[src/rtl/alu_wb_queue.sv]
// alu_wb_queue: result buffer between the integer ALU and the shared integer writeback port.
//
// A DEPTH-slot circular buffer absorbs writeback stalls. Each slot carries the ALU payload
// plus a live bit; a branch redirect clears the live bit of every strictly younger entry,
// turning it into a bubble that is dropped at the head without ever asserting out_valid.
// Surviving results leave in acceptance order, at most one per cycle.
//
// Optional feature macro: ALU_WB_BYPASS_EN
//   When defined, an empty buffer with an unkilled in_valid and out_ready high forwards the
//   input straight to the outputs (zero latency) and writes nothing into the buffer.
//
// Ports:
//   clock, reset          : single clock, synchronous active-high reset
//   in_valid / in_ready   : ALU result handshake (in_ready = not full)
//   in_result/prd/robidx/need_to_wb : ALU payload
//   out_valid / out_ready : writeback handshake
//   out_result/prd/robidx/need_to_wb : head payload, zero when empty
//   flush_valid, flush_robidx : redirect; entries strictly younger than flush_robidx die
//   occupancy             : slots in use, bubbles included

module alu_wb_queue #(
  parameter int unsigned DEPTH  = 4,
  parameter int unsigned DATA_W = 64,
  parameter int unsigned PREG_W = 6,
  parameter int unsigned ROB_W  = 7
) (
  input  logic                     clock,
  input  logic                     reset,

  input  logic                     in_valid,
  output logic                     in_ready,
  input  logic [DATA_W-1:0]        in_result,
  input  logic [PREG_W-1:0]        in_prd,
  input  logic [ROB_W-1:0]         in_robidx,
  input  logic                     in_need_to_wb,

  output logic                     out_valid,
  input  logic                     out_ready,
  output logic [DATA_W-1:0]        out_result,
  output logic [PREG_W-1:0]        out_prd,
  output logic [ROB_W-1:0]         out_robidx,
  output logic                     out_need_to_wb,

  input  logic                     flush_valid,
  input  logic [ROB_W-1:0]         flush_robidx,

  output logic [$clog2(DEPTH):0]   occupancy
);

  localparam int unsigned IdxW = $clog2(DEPTH);
  localparam int unsigned PtrW = IdxW + 1;

  // MSB of a ROB index is a wrap flag: a differing flag inverts the plain index comparison.
  function automatic logic younger(input logic [ROB_W-1:0] a, input logic [ROB_W-1:0] b);
    return (a[ROB_W-1] ^ b[ROB_W-1]) ^ (a[ROB_W-2:0] > b[ROB_W-2:0]);
  endfunction

  // Pointer and live state (reset)
  logic [PtrW-1:0]  head_q, head_d;
  logic [PtrW-1:0]  tail_q, tail_d;
  logic [DEPTH-1:0] live_q, live_d;

  // Payload storage (no reset; only observed while its slot is occupied)
  logic [DEPTH-1:0][DATA_W-1:0] result_q, result_d;
  logic [DEPTH-1:0][PREG_W-1:0] prd_q, prd_d;
  logic [DEPTH-1:0][ROB_W-1:0]  robidx_q, robidx_d;
  logic [DEPTH-1:0]             nwb_q, nwb_d;

  logic [IdxW-1:0] head_idx, tail_idx;
  logic            empty, full;
  logic            head_live, head_kill, buf_valid;
  logic            in_kill, push_fire, bypass, write_en, pop;

  assign head_idx = head_q[IdxW-1:0];
  assign tail_idx = tail_q[IdxW-1:0];

  always_comb begin
    empty     = (head_q == tail_q);
    full      = (head_q[IdxW] != tail_q[IdxW]) && (head_idx == tail_idx);
    in_ready  = ~full;

    head_live = live_q[head_idx];
    // A flush withdraws out_valid in the same cycle, before the live bit is cleared.
    head_kill = flush_valid & younger(robidx_q[head_idx], flush_robidx);
    buf_valid = head_live & ~empty & ~head_kill;

    in_kill   = flush_valid & younger(in_robidx, flush_robidx);
    push_fire = in_valid & in_ready;

`ifdef ALU_WB_BYPASS_EN
    bypass    = empty & in_valid & ~in_kill & out_ready;
`else
    bypass    = 1'b0;
`endif

    // Killed pushes still take a slot so occupancy tracks them until they drain.
    write_en  = push_fire & ~bypass;
    // A bubble head leaves unconditionally; a live head leaves only on a handshake.
    pop       = ~empty & (~head_live | (buf_valid & out_ready));
  end

  // Outputs
  always_comb begin
    out_valid      = bypass | buf_valid;
    out_result     = '0;
    out_prd        = '0;
    out_robidx     = '0;
    out_need_to_wb = 1'b0;
    if (bypass) begin
      out_result     = in_result;
      out_prd        = in_prd;
      out_robidx     = in_robidx;
      out_need_to_wb = in_need_to_wb;
    end else if (!empty) begin
      out_result     = result_q[head_idx];
      out_prd        = prd_q[head_idx];
      out_robidx     = robidx_q[head_idx];
      out_need_to_wb = nwb_q[head_idx];
    end
  end

  // Pointer difference modulo 2*DEPTH gives 0..DEPTH directly.
  assign occupancy = tail_q - head_q;

  // Next state
  always_comb begin
    head_d   = head_q + PtrW'(pop);
    tail_d   = tail_q + PtrW'(write_en);
    live_d   = live_q;
    result_d = result_q;
    prd_d    = prd_q;
    robidx_d = robidx_q;
    nwb_d    = nwb_q;

    if (flush_valid) begin
      for (int unsigned i = 0; i < DEPTH; i++) begin
        if (younger(robidx_q[i], flush_robidx)) begin
          live_d[i] = 1'b0;
        end
      end
    end

    if (pop) begin
      live_d[head_idx] = 1'b0;
    end

    // The tail slot is never occupied when writing, so it cannot collide with the pop slot.
    if (write_en) begin
      live_d[tail_idx]   = ~in_kill;
      result_d[tail_idx] = in_result;
      prd_d[tail_idx]    = in_prd;
      robidx_d[tail_idx] = in_robidx;
      nwb_d[tail_idx]    = in_need_to_wb;
    end
  end

  always_ff @(posedge clock) begin
    if (reset) begin
      head_q <= '0;
      tail_q <= '0;
      live_q <= '0;
    end else begin
      head_q <= head_d;
      tail_q <= tail_d;
      live_q <= live_d;
    end
  end

  always_ff @(posedge clock) begin
    result_q <= result_d;
    prd_q    <= prd_d;
    robidx_q <= robidx_d;
    nwb_q    <= nwb_d;
  end

endmodule

[config.mk]
export PLATFORM = sky130hd
export DESIGN_NAME = alu_wb_queue
export DESIGN_NICKNAME = d
export VERILOG_FILES = /design/src/rtl/alu_wb_queue.sv
export SDC_FILE = /design/constraint.sdc
export NUM_CORES = 1
export LEC_CHECK = 0
export BUFFER_PORTS_ARGS = -buffer_cell sky130_fd_sc_hd__buf_2
export CAP_MARGIN = 40
export CORE_MARGIN = 2
export CORE_UTILIZATION = 30
export DETAILED_ROUTE_END_ITERATION = 8
export REMOVE_ABC_BUFFERS = 1
export SLEW_MARGIN = 20
export SYNTH_ARGS = -nofsm -noshare
export SYNTH_HDL_FRONTEND = slang
export SYNTH_SLANG_ARGS = --single-unit
[constraint.sdc]
create_clock -name clock -period 7.2 [get_ports clock]
set_clock_uncertainty 0.15 [all_clocks]
set_input_delay 0 -clock clock [delete_from_list [all_inputs] [get_ports clock]]
set_output_delay 0 -clock clock [all_outputs]
set_load 0.1 [all_outputs]
==> results.rst <==
.. list-table::
   :header-rows: 1

   * - Metric
     - Value
   * - Row count
     - 77
   * - Top-level port count
     - 173
   * - Hold EP
     - live_q[3]$_SDFF_PP0_
   * - Clock root buffer
     - sky130_fd_sc_hd__clkbuf_16
   * - Post-synth top area cell
     - sky130_fd_sc_hd__edfxtp_1
   * - Class of the tightest hold or removal check
     - input port to register
   * - Vias after detailed routing
     - 7173
   * - Most frequently used flop master after synthesis
     - sky130_fd_sc_hd__edfxtp_1
   * - Achievable frequency
     - roughly 0.26 GHz
   * - Clock network latency to the later pin of the worst-skew pair
     - 520 ps
   * - DIE AREA
     - 46300 sq um
   * - Critical path class
     - register to output pin
   * - Number of levels in the clock H-tree
     - 2
   * - Area used by sequential logic in the layout
     - 9580 sq um
   * - Time the worst path needs with I/O delays and setup
     - ~3800 ps
   * - WL per Instance
     - 19.0 um
   * - Data required, critical path
     - 7050 ps
   * - Actual slew at the worst max-slew pin
     - approximately 800 ps
   * - Unrepaired setup endpoints after global routing
     - false
   * - Area taken by multi-input logic gates
     - between 3000 and 4000 sq um
   * - Initial Util
     - 30.3%
   * - Share of synthesized registers carrying an async set or reset
     - 0%
   * - Drt first pass iters
     - 4
   * - Residual DRC
     - 0
   * - Total length of routed wires
     - 30000 um
   * - Number of buffer cells added on primary ports
     - 172
   * - Maxcap violations
     - 0
   * - Per-instance average area after synthesis
     - 19.4 sq um
   * - Netlist cell types
     - 39
   * - Beginning of the worst register-to-register path
     - head_q[0]$_SDFF_PP0_
   * - Total setup violations reported at the end of the flow
     - 0
   * - Share of Yosys cell area claimed by the top area cell type
     - 70.0%
   * - Post-CTS clock slew at the launch and capture registers of the worst setup and hold paths
     - 70 ps
   * - Nature of the critical path startpoint
     - register
   * - Global-route usage over all layers
     - 13.0%
   * - Path depth of the worst reg2reg path
     - 9
   * - Overall die width
     - 215 um
   * - Instance area after placement
     - 15000 sq um
   * - Endpoint of the worst register-to-register path
     - live_q[1]$_SDFF_PP0_
   * - Initial drt markers
     - about 580
   * - Max Root-Sink Buffers
     - 3
   * - Final max-slew violation count
     - 0
   * - FF+latch count, synth
     - between 300 and 400
   * - Worst Hold Path Cells
     - 5
   * - Worst max-slew margin expressed relative to the limit
     - 46.0%
   * - Final hold violations
     - 0
   * - Wire length of the first global-routing pass
     - 45800 um
   * - Final critical-path share of the clock period
     - 52.8%
   * - Status
     - completed
   * - Detail Route Antenna Nets
     - 0
   * - Vias/cell
     - 4.54
   * - Clk sink count
     - 322
   * - Number of filler cells placed in the layout
     - 4135
   * - Pin count of the biggest net entering global routing
     - 50
   * - Area of all placed cells without fillers
     - 16900 sq um
   * - Number of global-route vias before repair
     - 7660
   * - Area of the mapped netlist
     - 13400 sq um
   * - Data arrival, critical path
     - 3650 ps
   * - Final Net Count
     - 1096
   * - Register-to-register setup slack
     - 3580 ps
   * - Die Height
     - ~220 um
   * - Core area
     - 44100 sq um
   * - Count of synthesis-stage warnings from yosys
     - 0
   * - Final HPWL DP
     - slightly below 20000 um
   * - Endpoint type of the worst setup path
     - output pin
   * - Total clock buffers created by CTS
     - 34
   * - Source of the critical timing path
     - head_q[0]$_SDFF_PP0_
   * - Relative area change from synthesis to final layout
     - 26.4%
   * - Seq/Total Area, Yosys
     - 71.5%
   * - Antenna diodes
     - 0
   * - Number of antenna violations at the first check in global routing
     - 1
   * - Synthesized netlist cell count
     - 691
   * - Clock tree from TritonCTS
     - done
   * - Startpoint of the tightest hold check path
     - flush_robidx[6]
   * - Cell types with the largest area share after synthesis
     - sky130_fd_sc_hd__edfxtp_1, sky130_fd_sc_hd__mux4_2, sky130_fd_sc_hd__ha_1, sky130_fd_sc_hd__and2_1, sky130_fd_sc_hd__dfxtp_1
   * - Number of flops mapped to enable cells by yosys
     - roughly 310
   * - Biggest fanout along the worst timing path
     - 21
   * - Placer's final routability congestion estimate
     - approximately 0.77
   * - Share of layout cells above drive strength 1
     - ~33%
   * - Grt ovf
     - 0
## layout make-up
cell class / count / area share, %
well taps: 592 / 4.38
repair buffers: 265 / 10.8
clock inverters: 23 / 1.24
multi-input cells: 314 / 21.2
flip-flops and latches: 322 / 56.6
inverters: 26 / 0.636
clock buffers: 37 / 5.10
## state kept, by name, summed over array words and instances (netlist names)
name      flops
nwb_q         4
robidx_q     28
tail_q        3
result_q    256
head_q        3
live_q        4
prd_q        24
## worst max-delay path by stage
stage	slack, ps	to	cells past startpoint
2_1_floorplan	-340	out_valid	7
3_3_place_gp	3380	head_q[1]$_SDFF_PP0_	10
3_5_place_dp	3310	head_q[1]$_SDFF_PP0_	10
4_1_cts	2920	out_valid	8
5_1_grt	3120	out_valid	8
6_report	3400	out_valid	8
## per-layer routing
metal	track usage [%]	vias to the layer above	part of all wire (%)
met5	0	-	0.037
met4	3.36	2	1.6
met3	2.60	39	4.3
met2	21.1	163	48
met1	17.8	3659	46
li1	-	3310	-
## kinds of logic after synthesis
kind of cell	share of synthesized area (%)
flip-flops	71.5
AND/OR/NAND/NOR	6.19
multiplexers	13.3
buffers and inverters	1.70
adder cells (fa/ha/maj)	4.08
AO/OA/AOI/OAI	2.09
XOR/XNOR	1.09
## worst max-delay path, cell delays in order, from the launching register on
cell	delay, ps
sky130_fd_sc_hd__dfxtp_4	580
sky130_fd_sc_hd__mux4_2	570
sky130_fd_sc_hd__ha_1	320
sky130_fd_sc_hd__and4_1	220
sky130_fd_sc_hd__and3_1	170
sky130_fd_sc_hd__a31oi_1	290
sky130_fd_sc_hd__xnor2_1	130
sky130_fd_sc_hd__a211oi_1	340
sky130_fd_sc_hd__buf_2	490
## synth_stat cells (4+ instances only)
library cell                count
sky130_fd_sc_hd__edfxtp_1     312
sky130_fd_sc_hd__mux4_2        79
sky130_fd_sc_hd__and2_1        77
sky130_fd_sc_hd__ha_1          42
sky130_fd_sc_hd__inv_1         26
sky130_fd_sc_hd__clkbuf_1      17
sky130_fd_sc_hd__xnor2_1       13
sky130_fd_sc_hd__buf_2         11
sky130_fd_sc_hd__o21ai_0       11
sky130_fd_sc_hd__dfxtp_1       10
sky130_fd_sc_hd__nor2b_1       10
sky130_fd_sc_hd__nor2_1         9
sky130_fd_sc_hd__nand2_1        7
sky130_fd_sc_hd__nand3_1        7
sky130_fd_sc_hd__nor4_1         6
sky130_fd_sc_hd__o21a_1         6
sky130_fd_sc_hd__a21oi_1        5
sky130_fd_sc_hd__a2111oi_0      4
sky130_fd_sc_hd__a221oi_1       4
sky130_fd_sc_hd__a2bb2oi_1      4
sky130_fd_sc_hd__nand3b_1       4
sky130_fd_sc_hd__nand4_1        4
## cells in the final DEF (no fill, tap or decap), types with 7 or more instances in the layout
cell,Yosys,layout
sky130_fd_sc_hd__and2_1,77,77
sky130_fd_sc_hd__buf_2,11,172
sky130_fd_sc_hd__clkbuf_16,0,34
sky130_fd_sc_hd__clkinv_1,0,8
sky130_fd_sc_hd__dfxtp_1,10,8
sky130_fd_sc_hd__dlygate4sd3_1,0,83
sky130_fd_sc_hd__edfxtp_1,312,312
sky130_fd_sc_hd__ha_1,42,42
sky130_fd_sc_hd__inv_1,26,22
sky130_fd_sc_hd__mux4_2,79,79
sky130_fd_sc_hd__nand2_1,7,7
sky130_fd_sc_hd__nor2_1,9,9
sky130_fd_sc_hd__nor2b_1,10,10
sky130_fd_sc_hd__o21ai_0,11,11
sky130_fd_sc_hd__xnor2_1,13,13
## through the flow
step                      hold WS [ps]  utilization [%]  cells  setup TNS [ps]  worst slack, ps
final                             64.8             38.3   1579               0             3400
after global routing              65.5             38.3   1579               0             3120
after CTS                         25.0             38.3   1578               0             2920
after detailed placement          67.6             34.0   1435               0             3310
after global placement            65.4             33.8   1432               0             3380
after floorplan                  -78.4                -    662            -340             -340
## timing repair
action / in CTS / in global routing
resized for setup: 0 / 0
hold buffers: 83 / 0
setup buffers: 0 / 0
hold endpoints to repair: 322 / 0
Power is left out: the tool's default activity adds up to more than one toggle a clock period on the data nets, which glitch-free logic cannot reach.
